### src/rtl/wb_port_arbiter_if.sv
// Writeback arbiter bus: four FU result lanes in, two register-file write ports out,
// plus the branch flush/clear controls that act on buffered results.
interface wb_port_arbiter_if #(
    parameter int PW  = 64,
    parameter int CK  = 4,
    parameter int CKL = 2
);
    logic [3:0]      lane_valid_i;
    logic [4*PW-1:0] lane_payload_i;
    logic [4*CK-1:0] lane_mask_i;
    logic [3:0]      lane_ready_o;
    logic            flush_i;
    logic            clear_i;
    logic [CKL-1:0]  tag_i;
    logic [1:0]      port_valid_o;
    logic [2*PW-1:0] port_payload_o;
    logic [3:0]      port_lane_o;

    modport master (
        output lane_valid_i, lane_payload_i, lane_mask_i, flush_i, clear_i, tag_i,
        input  lane_ready_o, port_valid_o, port_payload_o, port_lane_o
    );

    modport slave (
        input  lane_valid_i, lane_payload_i, lane_mask_i, flush_i, clear_i, tag_i,
        output lane_ready_o, port_valid_o, port_payload_o, port_lane_o
    );
endinterface

### src/rtl/wb_port_arbiter.sv
// Per-lane 2-deep result FIFOs feeding two writeback ports through a round-robin
// grant, with branch-mask based squash (flush) and resolve (clear) of buffered entries.
module wb_port_arbiter #(
    parameter int PW  = 64,
    parameter int CK  = 4,
    parameter int CKL = 2
) (
    input  logic             clk,
    input  logic             reset,
    wb_port_arbiter_if.slave bus
);
    logic [CK-1:0]   tagBit;
    logic [CK-1:0]   clearMask;
    logic [3:0]      laneReady;
    logic [3:0]      headLive;
    logic [3:0]      pop;
    logic [PW-1:0]   headPayload [4];
    logic [1:0]      rrReg, rrNext;
    logic [1:0]      portValidReg;
    logic [2*PW-1:0] portPayloadReg;
    logic [3:0]      portLaneReg;
    logic            g0Valid, g1Valid;
    logic [1:0]      g0Lane, g1Lane, scanLane;

    assign tagBit    = CK'(1) << bus.tag_i;
    // Flush wins over clear when both arrive together.
    assign clearMask = (bus.clear_i && !bus.flush_i) ? tagBit : '0;

    for (genvar gi = 0; gi < 4; gi++) begin : gLane
        logic [1:0]    countReg, countNext;
        logic [PW-1:0] payloadReg [2];
        logic [PW-1:0] payloadNext [2];
        logic [CK-1:0] maskReg [2];
        logic [CK-1:0] maskNext [2];
        logic [PW-1:0] inPayload;
        logic [CK-1:0] inMask;
        logic [1:0]    drop, keep;
        logic          pushStore;

        assign inPayload       = bus.lane_payload_i[gi*PW +: PW];
        assign inMask          = bus.lane_mask_i[gi*CK +: CK];
        assign laneReady[gi]   = (countReg < 2'd2);
        assign drop[0]         = bus.flush_i && (countReg > 2'd0) && ((maskReg[0] & tagBit) != '0);
        assign drop[1]         = bus.flush_i && (countReg > 2'd1) && ((maskReg[1] & tagBit) != '0);
        assign headLive[gi]    = (countReg != 2'd0) && !drop[0];
        assign headPayload[gi] = payloadReg[0];
        assign keep[0]         = headLive[gi] && !pop[gi];
        assign keep[1]         = (countReg > 2'd1) && !drop[1];
        // A squashed incoming result is accepted (ready was high) but never stored.
        assign pushStore = bus.lane_valid_i[gi] && laneReady[gi]
                           && !(bus.flush_i && ((inMask & tagBit) != '0));

        // Slot 0 is always the head: survivors compact toward it, then the push lands behind.
        always_comb begin
            payloadNext[0] = payloadReg[0];
            payloadNext[1] = payloadReg[1];
            maskNext[0]    = maskReg[0] & ~clearMask;
            maskNext[1]    = maskReg[1] & ~clearMask;
            countNext      = 2'd0;
            if (keep[0]) begin
                countNext = 2'd1;
            end
            if (keep[1]) begin
                if (!keep[0]) begin
                    payloadNext[0] = payloadReg[1];
                    maskNext[0]    = maskReg[1] & ~clearMask;
                end
                countNext = countNext + 2'd1;
            end
            if (pushStore) begin
                if (countNext == 2'd0) begin
                    payloadNext[0] = inPayload;
                    maskNext[0]    = inMask & ~clearMask;
                end else begin
                    payloadNext[1] = inPayload;
                    maskNext[1]    = inMask & ~clearMask;
                end
                countNext = countNext + 2'd1;
            end
        end

        always_ff @(posedge clk) begin
            if (reset) begin
                countReg <= 2'd0;
            end else begin
                countReg <= countNext;
            end
            payloadReg[0] <= payloadNext[0];
            payloadReg[1] <= payloadNext[1];
            maskReg[0]    <= maskNext[0];
            maskReg[1]    <= maskNext[1];
        end
    end

    // Scan four lanes starting at rr; the first two live heads take ports 0 and 1.
    always_comb begin
        g0Valid  = 1'b0;
        g1Valid  = 1'b0;
        g0Lane   = 2'd0;
        g1Lane   = 2'd0;
        pop      = '0;
        rrNext   = rrReg;
        scanLane = 2'd0;
        for (int i = 0; i < 4; i++) begin
            scanLane = rrReg + 2'(i);
            if (headLive[scanLane] && !g1Valid) begin
                pop[scanLane] = 1'b1;
                rrNext        = scanLane + 2'd1;
                if (!g0Valid) begin
                    g0Valid = 1'b1;
                    g0Lane  = scanLane;
                end else begin
                    g1Valid = 1'b1;
                    g1Lane  = scanLane;
                end
            end
        end
    end

    always_ff @(posedge clk) begin
        if (reset) begin
            rrReg          <= 2'd0;
            portValidReg   <= 2'b00;
            portPayloadReg <= '0;
            portLaneReg    <= 4'd0;
        end else begin
            rrReg        <= rrNext;
            portValidReg <= {g1Valid, g0Valid};
            if (g0Valid) begin
                portPayloadReg[PW-1:0] <= headPayload[g0Lane];
                portLaneReg[1:0]       <= g0Lane;
            end
            if (g1Valid) begin
                portPayloadReg[2*PW-1:PW] <= headPayload[g1Lane];
                portLaneReg[3:2]          <= g1Lane;
            end
        end
    end

    assign bus.lane_ready_o   = laneReady;
    assign bus.port_valid_o   = portValidReg;
    assign bus.port_payload_o = portPayloadReg;
    assign bus.port_lane_o    = portLaneReg;
endmodule

### src/flat_wrapper.sv
// flat-port wrapper written by rule: the top's interface ports become plain ports
module wb_port_arbiter_flat 
#(
    parameter int PW  = 64,
    parameter int CK  = 4,
    parameter int CKL = 2
)
  (clk, reset, bus_lane_valid_i, bus_lane_payload_i, bus_lane_mask_i, bus_flush_i, bus_clear_i, bus_tag_i, bus_lane_ready_o, bus_port_valid_o, bus_port_payload_o, bus_port_lane_o);
  wb_port_arbiter_if #(.PW(PW), .CK(CK), .CKL(CKL)) bus_i ();
  input  logic clk;
  input  logic reset;
  input wire logic [$bits(bus_i.lane_valid_i)-1:0] bus_lane_valid_i;
  input wire logic [$bits(bus_i.lane_payload_i)-1:0] bus_lane_payload_i;
  input wire logic [$bits(bus_i.lane_mask_i)-1:0] bus_lane_mask_i;
  input wire logic [$bits(bus_i.flush_i)-1:0] bus_flush_i;
  input wire logic [$bits(bus_i.clear_i)-1:0] bus_clear_i;
  input wire logic [$bits(bus_i.tag_i)-1:0] bus_tag_i;
  output wire logic [$bits(bus_i.lane_ready_o)-1:0] bus_lane_ready_o;
  output wire logic [$bits(bus_i.port_valid_o)-1:0] bus_port_valid_o;
  output wire logic [$bits(bus_i.port_payload_o)-1:0] bus_port_payload_o;
  output wire logic [$bits(bus_i.port_lane_o)-1:0] bus_port_lane_o;
  assign bus_i.lane_valid_i = bus_lane_valid_i;
  assign bus_i.lane_payload_i = bus_lane_payload_i;
  assign bus_i.lane_mask_i = bus_lane_mask_i;
  assign bus_i.flush_i = bus_flush_i;
  assign bus_i.clear_i = bus_clear_i;
  assign bus_i.tag_i = bus_tag_i;
  assign bus_lane_ready_o = bus_i.lane_ready_o;
  assign bus_port_valid_o = bus_i.port_valid_o;
  assign bus_port_payload_o = bus_i.port_payload_o;
  assign bus_port_lane_o = bus_i.port_lane_o;
  wb_port_arbiter #(.PW(PW), .CK(CK), .CKL(CKL)) u_core (.clk(clk), .reset(reset), .bus(bus_i));
endmodule
### config.mk
export PLATFORM = sky130hd
export DESIGN_NAME = wb_port_arbiter_flat
export DESIGN_NICKNAME = d
export VERILOG_FILES = /design/src/rtl/wb_port_arbiter_if.sv /design/src/rtl/wb_port_arbiter.sv /design/src/flat_wrapper.sv
export SDC_FILE = /design/constraint.sdc
export NUM_CORES = 1
export LEC_CHECK = 0
export BUFFER_PORTS_ARGS = -buffer_cell sky130_fd_sc_hd__clkbuf_2
export CORE_ASPECT_RATIO = 1.2
export CORE_MARGIN = 2
export CORE_UTILIZATION = 40
export CTS_CLUSTER_DIAMETER = 40
export CTS_CLUSTER_SIZE = 30
export DETAILED_ROUTE_END_ITERATION = 12
export SYNTH_ARGS = -nofsm -noshare
export SYNTH_HDL_FRONTEND = slang
export SYNTH_SLANG_ARGS = --single-unit
### constraint.sdc
create_clock -name clk -period 7 [get_ports clk]
set_input_delay 1.05 -clock clk [delete_from_list [all_inputs] [get_ports clk]]
set_output_delay 1.05 -clock clk [all_outputs]
set_load 0.02 [all_outputs]
==> metrics.md, run 1 <==
| Metric | Value |
|---|---|
| Outcome | `complete, no violations` |
| Slowest library cell on the worst path | `o311ai_0` |
| Synth area leaders | `dfxtp_1, edfxtp_1, mux2i_1, o31a_1, a211oi_1` |
| Actual slew at the worst max-slew pin | `1160 ps` |
| PortBufs | `around 420` |
| DRC Markers | `0` |
| Clock network power share | `26.2%` |
| Final Util | `about half` |
| CTS tree | `yes` |
| Total Power | `22.9 mW` |
| Crit-path cells | `clkbuf_2, mux4_2, a21o_1, a211oi_2, or2_1, ha_1, inv_1, o311ai_0, a211o_2, nand2_4, o211ai_1, a21oi_1` |
| Average routed wire per standard cell | `around 25 µm` |
| Max-slew violations | `0` |
| PostCTS Resize Cnt | `0` |
| Crit. path cell count | `12` |
| Hpwl dp | `70.8 mm` |
| Area of the mapped netlist | `approximately 32000 µm²` |
| Finish-stage setup viols | `0` |
| Layout area overhead | `21.6%` |
| Fmax | `approximately 190 MHz` |
| Seq/Total Area, Yosys | `between 50% and 60%` |
| Post-place setup slack | `1030 ps` |
| Crit share post-route | `75.8%` |
| Reg2Reg Setup Slack | `1820 ps` |
| Row count | `about 110` |
| Worst Clk Skew | `29.0 ps` |
| Final Cell Area | `39500 µm²` |
| Routed WL | `113 mm` |
| Root buffer cell | `clkbuf_16` |
| Clk buf depth | `3` |
| Top_reg_cell synth | `dfxtp_1` |
| Via count | `around 27000` |
| Worst-path clk slew | `approximately 60 ps` |
| Antenna Nets Post-Route | `0` |
| Hold-fix buffers at CTS | `0` |
| Drt pass-1 iters | `6` |
| GRT Residual Overflow | `0` |
| Antenna violations before repair | `14` |
| I/O pin count | `420` |
| Part of the power in registers | `29.1%` |
| Comb power frac | `44.7%` |
| Setup CP Type | `primary input to flip-flop` |
| Clock Latency Late Sink | `approximately 680 ps` |
| Die Width | `264 µm` |
| First-pass GRT wire length | `167 mm` |
| DRT iter0 DRCs | `2046` |
| Yosys top cell area share | `26.7%` |
| Worst setup margin | `1700 ps` |
| Placed Area | `35400 µm²` |
| Final Hold Fails | `0` |
| Count of flip-flops with a built-in enable after synthesis | `256` |
| Largest stage delay, worst path | `670 ps` |
| Gpl congestion | `0.838` |
| Die area | `83400 µm²` |
| Worst Reg-to-Reg Cells | `14` |
| Synthesized instance count | `3137` |
| Sum Neg Setup Slack | `0 ps` |
| Top-count cell post-synth | `dfxtp_1` |
| Critical path destination | `u_core.bus.port_payload_o[14]` |
| Post-synth ARST share | `0%` |
| CP Buf/Inv Count | `2` |
| Rel. slew slack | `21.7%` |
| Post-synth top area cell | `dfxtp_1` |
| Crit Path Max Fanout | `42` |
| WP data arrival | `5830 ps` |
| Reg2reg end | `u_core.gLane[2].payloadReg[0][19]` |
| Yosys reg bits | `688` |
| Yosys cell types | `61` |
| R2r startpoint | `u_core.rrReg[0]` |
| Synth cell count leaders | `dfxtp_1, edfxtp_1, clkbuf_1` |
| Largest net degree at the start of global routing | `between 100 and 150` |
| Total track usage | `26.4%` |
| Syn_nets | `approximately 3400` |
| Cell Int Power | `~13 mW` |
| Hold crit path type | `flip-flop to flip-flop` |
| Layout cells sized above 1 | `between 20% and 30%` |
| Setup Fix Bufs, Post-CTS | `0` |
| Die H | `316 µm` |
| Power Density | `around 580 nW/µm²` |
| Sw power | `approximately 9.8 mW` |
| Synth warnings | `0` |
| Post-Syn Area per Cell | `10.3 µm²` |
| CTS Buf Count | `110` |
| Routed vias/inst | `5.81` |
| WP data required | `7520 ps` |
| Htree depth | `3` |
| Max cap viols | `0` |
| Sw frac | `roughly 43%` |
| Final nets | `3713` |
| Crit path launch | `bus_tag_i[0]` |
| Endpoint class of the critical path | `flip-flop` |
| Fin crit period | `5300 ps` |
| Delay-heaviest family, CP | `compound AO/OA/AOI/OAI gates` |
| TritonCTS Sinks | `between 600 and 700` |
| Starting Density | `between 40% and 50%` |
| RSZ-0062 raised after global routing | `false` |
| Leak pwr | `16.2 nW` |
| Startpoint Class | `primary input` |
| Core area | `80400 µm²` |
| Worst VDD drop | `between 0.5 and 0.6 mV` |
| Vias in the first global route | `25644` |
-- cells in the final DEF, fill, tap and decap left out, types with 101 or more instances in the layout --
master	synthesis	layout
dfxtp_1	432	432
clkbuf_2	0	418
edfxtp_1	256	256
nand2b_1	217	215
and3_1	201	201
a211oi_1	195	194
o31a_1	192	192
mux2i_1	191	191
nand2_1	164	162
a21oi_1	148	144
a21boi_0	128	128
o21ai_0	118	118
clkbuf_16	0	113
inv_1	106	106
nor2_1	102	101
-- metal layers --
metal / wire length (µm) / up-vias / GRT usage [%]
met2: 54700 / 1044 / 44.3
met5: 61 / - / 0
li1: - / 12232 / -
met3: 7750 / 193 / 4.38
met4: 3510 / 10 / 10.2
met1: 47500 / 13038 / 34.1
-- sequential cells by signal, summed over array words and instances, names as in the netlist --
signal / count
u_core.gLane.payloadReg: 512
u_core.gLane.countReg: 8
u_core.rrReg: 2
u_core.bus.port_lane_o: 4
u_core.gLane.maskReg: 32
u_core.bus.port_valid_o: 2
u_core.bus.port_payload_o: 128
-- worst min path at each step --
stage,startpoint,depth (start not counted),end
3_3_place_gp,u_core.bus.port_payload_o[18],2,u_core.bus.port_payload_o[18]
4_1_cts,u_core.bus.port_payload_o[21],2,u_core.bus.port_payload_o[21]
2_1_floorplan,u_core.gLane[0].maskReg[0][6],2,u_core.gLane[0].maskReg[0][6]
3_5_place_dp,u_core.bus.port_payload_o[21],2,u_core.bus.port_payload_o[21]
5_1_grt,u_core.bus.port_payload_o[53],2,u_core.bus.port_payload_o[53]
6_report,u_core.bus.port_payload_o[18],2,u_core.bus.port_payload_o[18]
-- worst reg2reg max path, stage by stage (launching register included) --
cell	delay [ps]
dfxtp_1	300
buf_4	270
inv_1	70
buf_4	210
ha_1	670
clkinv_1	420
a211oi_1	260
o22ai_1	150
a221oi_2	480
a221o_4	680
ha_1	360
and2_4	450
buf_4	470
nand2b_1	140
o31a_1	120
-- stage by stage --
| stage | hold slack [ps] | instances |
|---|---|---|
| after global placement | 441 | 4345 |
| after CTS | 453 | 4554 |
| after floorplan | 478 | 3137 |
| after detailed placement | 446 | 4345 |
| after global routing | 473 | 4559 |
| final | 451 | 4562 |
-- cell type report --
type	count	area [µm²]
Fill cell	7480	41000
Sequential cell	688	16300
Multi-Input combinational cell	2025	14600
Clock buffer	131	2990
Timing Repair Buffer	478	2720
Tap cell	1044	1310
Clock inverter	78	1090
Inverter	110	413
Antenna cell	8	20.0
-- power groups by stage --
stage	Combinational [mW]	Sequential (mW)	Clock (mW)
CTS	10.2	6.64	6.07
global route	11.0	6.78	6.24
detailed placement	10.1	6.70	0
finish	10.2	6.66	5.99
global placement	10.0	6.70	0
floorplan	6.74	6.66	0
-- logic make-up (layout without fill, tap and decap cells) --
group           after synthesis  after routing  synth area share [%]
compound gates              988            988                  22.5
xor+xnor                      7              7                 0.189
fa+ha+maj                    18             18                 0.694
buf+inv                     424            797                  5.38
flops                       688            688                  50.3
mux                         244            244                  8.25
other cells                   0              8                     0
simple gates                768            768                  12.6
(Power assumes the default switching activity.)
==> inputs of run 2 (changes only) <==
- clock period: 7 -> 5 ns (I/O delays scaled with it)
==> run 2 against run 1 <==
Compared with the run above: flip-flop and latch count did not move; first-iteration DRC count rose by 10%; critical path depth fell by 3; worst hold slack got worse by 190 ps; via count rose by 1.2%; sequential power rose by 40%; highest routed layer unchanged.
==> metrics.md, run 2 (synthesis results as in run 1) <==
| Metric | Value |
|---|---|
| CTS tree | `yes` |
| Hold-fix buffers at CTS | `0 (unchanged)` |
| Largest register FFs | `512 (unchanged)` |
| Final Cell Area | `39700 µm² (+0.50%)` |
| Finish-stage setup viols | `0 (unchanged)` |
| Startpoint Class | `flip-flop` |
| Total track usage | `26.8% (+0.37 points)` |
| Die Width | `264 µm (unchanged)` |
| Die H | `316 µm (unchanged)` |
| # fillers | `7485 (+0.067%)` |
| Reg2Reg Setup Slack | `970 ps (-850 ps)` |
| Rel. slew slack | `21.7% (-0.069 points)` |
| Via count | `26824 (+1.2%)` |
| Max cap viols | `0 (unchanged)` |
| Placed Cells | `4385 (+0.92%)` |
| Most frequent cells in the layout | `dfxtp_1, clkbuf_2, edfxtp_1, nand2b_1, and3_1` |
| Endpoint class of the critical path | `flip-flop` |
| I/O pin count | `420 (unchanged)` |
| Vias in the first global route | `26027 (+1.5%)` |
| Leak pwr | `16.4 nW (+0.73%)` |
| Core area | `80400 µm² (unchanged)` |
| Hpwl dp | `73.6 mm (+4.0%)` |
| Power Density | `802 nW/µm² (+38%)` |
| Fin crit period | `4030 ps` |
| CTS Buf Count | `105 (-4.5%)` |
| Drt pass-1 iters | `5 (-1)` |
| Setup Fix Bufs, Post-CTS | `0 (unchanged)` |
| Sum Neg Setup Slack | `0 ps (unchanged)` |
| Hold Crit Endpoint | `u_core.gLane[0].payloadReg[0][72]` |
| Placed Area | `36000 µm² (+1.8%)` |
| Average routed wire per standard cell | `24.9 µm (+0.27%)` |
| Finished Layout Cells | `4590 (+0.61%)` |
| DRC Markers | `0 (unchanged)` |
| Layout area overhead | `22.2%` |
| Total Power | `31.8 mW (+39%)` |
| Antenna Nets Post-Route | `0 (unchanged)` |
| Outcome | `complete, no violations` |
| Hold Crit Start | `bus_lane_payload_i[8]` |
| First-pass GRT wire length | `169 mm (+1.6%)` |
| Setup CP Type | `flip-flop to flip-flop` |
| TritonCTS Sinks | `688 (unchanged)` |
| Root buffer cell | `clkbuf_16` |
| Worst setup margin | `974 ps (-723 ps)` |
| Max-slew violations | `0 (unchanged)` |
| Antenna violations before repair | `11 (-3)` |
| Worst Reg-to-Reg Cells | `9 (-5)` |
| Final Util | `49.3% (+0.25 points)` |
| Fmax | `248 MHz` |
| Most common cell after layout, fill and taps aside | `dfxtp_1` |
| RSZ-0062 raised after global routing | `false` |
| Routed WL | `114 mm (+0.89%)` |
| Die area | `83400 µm² (unchanged)` |
| Clock Latency Late Sink | `680 ps (about the same)` |
| Starting Density | `40.3% (unchanged)` |
| Routed vias/inst | `5.84 (+0.54%)` |
| Layout cells sized above 1 | `23.3% (+0.48 points)` |
| Hold crit path type | `primary input to flip-flop` |
| Crit Path Max Fanout | `44 (+4.8%)` |
| DRT iter0 DRCs | `2259 (+10%)` |
| Actual slew at the worst max-slew pin | `1170 ps (+1.03 ps)` |
| Worst VDD drop | `0.801 mV (+54%)` |
| Crit share post-route | `80.5%` |
| Most flops, register | `u_core.gLane.payloadReg` |
| Worst-path clk slew | `60 ps (about the same)` |
| Reg2reg end | `u_core.gLane[0].payloadReg[0][93]` |
| Clk buf depth | `3 (unchanged)` |
| Gpl congestion | `0.882 (+5.3%)` |
| Worst Clk Skew | `33.4 ps (+4.38 ps)` |
| Worst hold stages | `1 (-1)` |
| R2r startpoint | `u_core.rrReg[1]` |
| Row count | `114 (unchanged)` |
| GRT Residual Overflow | `0 (unchanged)` |
| Final nets | `3748 (+0.94%)` |
| PortBufs | `419 (unchanged)` |
| Largest net degree at the start of global routing | `134 (+2.3%)` |
| Hold_ws | `259 ps (-192 ps)` |
| Final Hold Fails | `0 (unchanged)` |
| PostCTS Resize Cnt | `0 (unchanged)` |
| WP data required | `5310 ps (-2210 ps)` |
| Post-place setup slack | `411 ps (-620 ps)` |
| WP data arrival | `4340 ps (-1490 ps)` |
| Htree depth | `3 (unchanged)` |
[run 2: cell types whose count changed in the layout (fill, tap and decap cells not counted), moves of 4 or more]
cell        before  now
buf_12          14   40
buf_4           45   59
bufinv_16       21    7
clkbuf_16      113  109
clkbuf_8         9    5
clkinv_1         2    7
clkinv_4         6   10
clkinv_8         2    6
clkinvlp_4      11    4
inv_6           23   14
inv_8            2   11
[run 2: final cells by class]
class / instances / area, µm² / share of cell area, %
Sequential cell: 688 / 16300 / 41.2
Multi-Input combinational cell: 2025 / 14600 / 36.8
Timing Repair Buffer: 518 / 3350 / 8.44
Clock buffer: 124 / 2830 / 7.15
Tap cell: 1044 / 1310 / 3.29
Clock inverter: 75 / 821 / 2.07
Inverter: 110 / 413 / 1.04
Antenna cell: 6 / 15.0 / 0.0379
[run 2: how the worst max path moves through the flow]
| stage | to | slack [ps] | start | cells past startpoint |
|---|---|---|---|---|
| global route | u_core.gLane[1].countReg[0] | 730 | u_core.rrReg[1] | 12 |
| global placement | u_core.bus.port_payload_o[108] | 500 | bus_tag_i[0] | 14 |
| detailed placement | u_core.bus.port_payload_o[115] | 410 | bus_tag_i[0] | 14 |
| CTS | u_core.gLane[0].payloadReg[0][96] | 1020 | u_core.rrReg[1] | 9 |
| finish | u_core.gLane[0].payloadReg[0][93] | 970 | u_core.rrReg[1] | 9 |
| floorplan | u_core.gLane[2].maskReg[0][5] | 230 | u_core.rrReg[0] | 16 |
[run 2: layer usage]
| metal | vias to the layer above | share of wire [%] | GRT usage (%) |
|---|---|---|---|
| li1 | 12320 | - | - |
| met1 | 13333 | 43 | 35.1 |
| met2 | 992 | 48 | 44.4 |
| met3 | 171 | 6.3 | 4.43 |
| met4 | 8 | 3.1 | 9.98 |
| met5 | - | 0.037 | 0 |
[run 2: report_power, final]
part           internal [mW]  switching [mW]
clock                   4.54            3.00
combinational           5.48            9.49
sequential              7.92            1.39
[run 2: critical path, stage by stage, from the launching register on]
cell and delay, ps:
dfxtp_1 630, inv_1 170, ha_1 340, clkinv_1 240, mux4_4 600, a221o_1 450
or3_1 410, ha_1 280, nor2b_4 180, buf_12 330
==> inputs of run 3 (changes only) <==
- clock period: 5 -> 3.3 ns (I/O delays scaled with it)
==> run 3 against run 2 <==
Compared with the run above: via count grew 9.3%; non-clock buffer count increased by 412; critical path depth increased by 6; cell count up 9.1%; the flow now finishes with violations (setup timing); global-route usage increased by 1.6 points; largest power group unchanged; critical endpoint is now u_core.gLane[1].payloadReg[0][9]; flip-flop and latch count did not move; register-to-register slack lost 1100 ps; wire length increased by 18%; worst setup slack lost 1100 ps; fmax grew 17%; die area stayed put.
==> metrics.md, run 3 (synthesis results as in run 1) <==
| Metric | Value |
|---|---|
| Outcome | `finished, violations left` |
| Failing checks | `setup timing` |
| Crit Path Max Fanout | `9 (-80%)` |
| Layout area overhead | `42.2%` |
| Largest net degree at the start of global routing | `134 (unchanged)` |
| GRT Residual Overflow | `0 (unchanged)` |
| Startpoint Class | `flip-flop` |
| DRT iter0 DRCs | `2890 (+28%)` |
| Power Density | `1240 nW/µm² (+55%)` |
| Sw frac | `43.1% (-0.56 points)` |
| Finished Layout Cells | `5007 (+9.1%)` |
| Row count | `114 (unchanged)` |
| Wl on met1 | `52.6 mm (+7.3%)` |
| Cell Int Power | `32.6 mW (+82%)` |
| Starting Density | `40.3% (unchanged)` |
| Core area | `80400 µm² (unchanged)` |
| TritonCTS Sinks | `688 (unchanged)` |
| Average routed wire per standard cell | `26.9 µm (+7.8%)` |
| Clock Latency Late Sink | `690 ps (about the same)` |
| CTS tree | `yes` |
| Placed Area | `37400 µm² (+3.9%)` |
| Worst Clk Skew | `44.6 ps (+11.2 ps)` |
| Total Power | `57.3 mW (+80%)` |
| Largest register FFs | `512 (unchanged)` |
| Rel. slew slack | `40.8% (+19 points)` |
| Max-slew violations | `0 (unchanged)` |
| Crit share post-route | `105% (+24 points)` |
| Die area | `83400 µm² (unchanged)` |
| Met2 wire len | `63.8 mm (+17%)` |
| PortBufs | `419 (unchanged)` |
| CP Buf/Inv Count | `7 (+4)` |
| Setup CP Type | `flip-flop to flip-flop` |
| Actual slew at the worst max-slew pin | `885 ps (-281 ps)` |
| Vias in the first global route | `27754 (+6.6%)` |
| Die H | `316 µm (unchanged)` |
| Endpoint class of the critical path | `flip-flop` |
| Die Width | `264 µm (unchanged)` |
| Via count | `29313 (+9.3%)` |
| Hold crit path type | `primary input to flip-flop` |
| Largest stage delay, worst path | `480 ps (-150 ps)` |
| Max cap viols | `0 (unchanged)` |
| Final nets | `4166 (+11%)` |
| Antenna Nets Post-Route | `0 (unchanged)` |
| WP data required | `3850 ps (-1460 ps)` |
| WP data arrival | `4000 ps (-340 ps)` |
| Hpwl dp | `79.9 mm (+8.5%)` |
| Slowest library cell on the worst path | `mux4_2` |
| Routed vias/inst | `5.85 (+0.18%)` |
| Fmax | `290 MHz (+17%)` |
| Comb power frac | `54.7% (+7.6 points)` |
| Most flops, register | `u_core.gLane.payloadReg` |
| First-pass GRT wire length | `179 mm (+5.6%)` |
| Uppermost layer routed | `met5` |
| Worst-path clk slew | `50 ps (about the same)` |
| I/O pin count | `420 (unchanged)` |
| Clk buf depth | `3 (unchanged)` |
| Drt pass-1 iters | `6 (+1)` |
| Root buffer cell | `clkbuf_16` |
| Leak pwr | `19.3 nW (+18%)` |
| Critical Path Most Common Cell | `buf_6` |
| Final Hold Fails | `0 (unchanged)` |
| Met3 Routed Length | `10.4 mm (+44%)` |
| Fin crit period | `3450 ps (-576 ps)` |
| Most common cell after layout, fill and taps aside | `dfxtp_1` |
| Worst VDD drop | `0.805 mV (+0.59%)` |
| Delay-heaviest family, CP | `compound AO/OA/AOI/OAI gates` |
| Sw power | `24.7 mW (+78%)` |
| Placed Cells | `4526 (+3.2%)` |
| DRC Markers | `0 (unchanged)` |
| Htree depth | `3 (unchanged)` |
| Part of the power in registers | `24.9% (-4.4 points)` |
| Final Util | `57.4% (+8.1 points)` |
| Worst setup margin | `-150 ps (-1120 ps)` |
| RSZ-0062 raised after global routing | `true` |
| Clock network power share | `20.4% (-3.3 points)` |
| Routed WL | `135 mm (+18%)` |
| Total track usage | `28.3% (+1.6 points)` |
| Final Cell Area | `46200 µm² (+16%)` |
| Layout cells sized above 1 | `32.2% (+8.9 points)` |
| Gpl congestion | `0.894 (+1.4%)` |
| Most frequent cells in the layout | `dfxtp_1, clkbuf_2, edfxtp_1, and3_1, o31a_1` |
| Hold_ws | `34.7 ps (-225 ps)` |
| Antenna violations before repair | `5 (-6)` |
| Crit-path cells | `mux4_2, a21o_1, buf_6, buf_6, buf_8, o22ai_2, a221oi_2, buf_4, a221o_4, ha_4, and2_4, buf_8, buf_6, clkbuf_16, o31a_1` |
| CTS Buf Count | `106 (+0.95%)` |
| Finish-stage setup viols | `268 (+268)` |
==> run 3: final timing paths <==
check                                start                                 end  slack [ps]  cells after the start
min reg2reg  u_core.bus.port_payload_o[61]       u_core.bus.port_payload_o[61]         450                      2
max          u_core.gLane[2].maskReg[0][2]    u_core.gLane[1].payloadReg[0][9]        -150                     15
max reg2reg  u_core.gLane[2].maskReg[0][2]    u_core.gLane[1].payloadReg[0][9]        -150                     15
min                bus_lane_payload_i[126]  u_core.gLane[1].payloadReg[0][126]          30                      1
==> run 3: final cells by class <==
cell class / instances / area [µm²]
fill: 6829 / 34300
sequential: 688 / 16400
multi-input combinational: 2030 / 15700
timing repair buffer: 930 / 8600
clock buffer: 120 / 2810
tap: 1044 / 1310
clock inverter: 82 / 942
inverter: 110 / 417
antenna: 3 / 7.51
==> run 3: what timing repair did <==
item                                    CTS  global route
gates cloned                             13            49
endpoints found under the setup margin  500           569
hold buffers                            131             0
pin swaps                                17            71
hold endpoints to repair                139             0
buffers inserted                         22            67
resized for setup                        51           261
==> run 3: per-layer routing <==
metal | track usage [%] | up-vias
met5 | 0 | -
met4 | 12.8 | 2
met3 | 4.17 | 344
met2 | 47.9 | 1525
met1 | 35.9 | 14290
li1 | - | 13152
==> run 3: power groups by stage <==
stage	sequential [mW]	combinational (mW)	clock (mW)
4_1_cts	14.1	26.0	11.8
5_1_grt	14.5	32.9	12.2
2_1_floorplan	14.1	14.8	0
3_5_place_dp	14.2	24.6	0
6_report	14.3	31.4	11.7
3_3_place_gp	14.2	24.5	0
==> run 3: stage by stage <==
| stage | TNS (ps) | setup slack (ps) |
|---|---|---|
| floorplan | -184760 | -430 |
| global placement | -346520 | -740 |
| detailed placement | -364410 | -765 |
| CTS | -2540 | -64.3 |
| global route | -22550 | -164 |
| finish | -14300 | -150 |
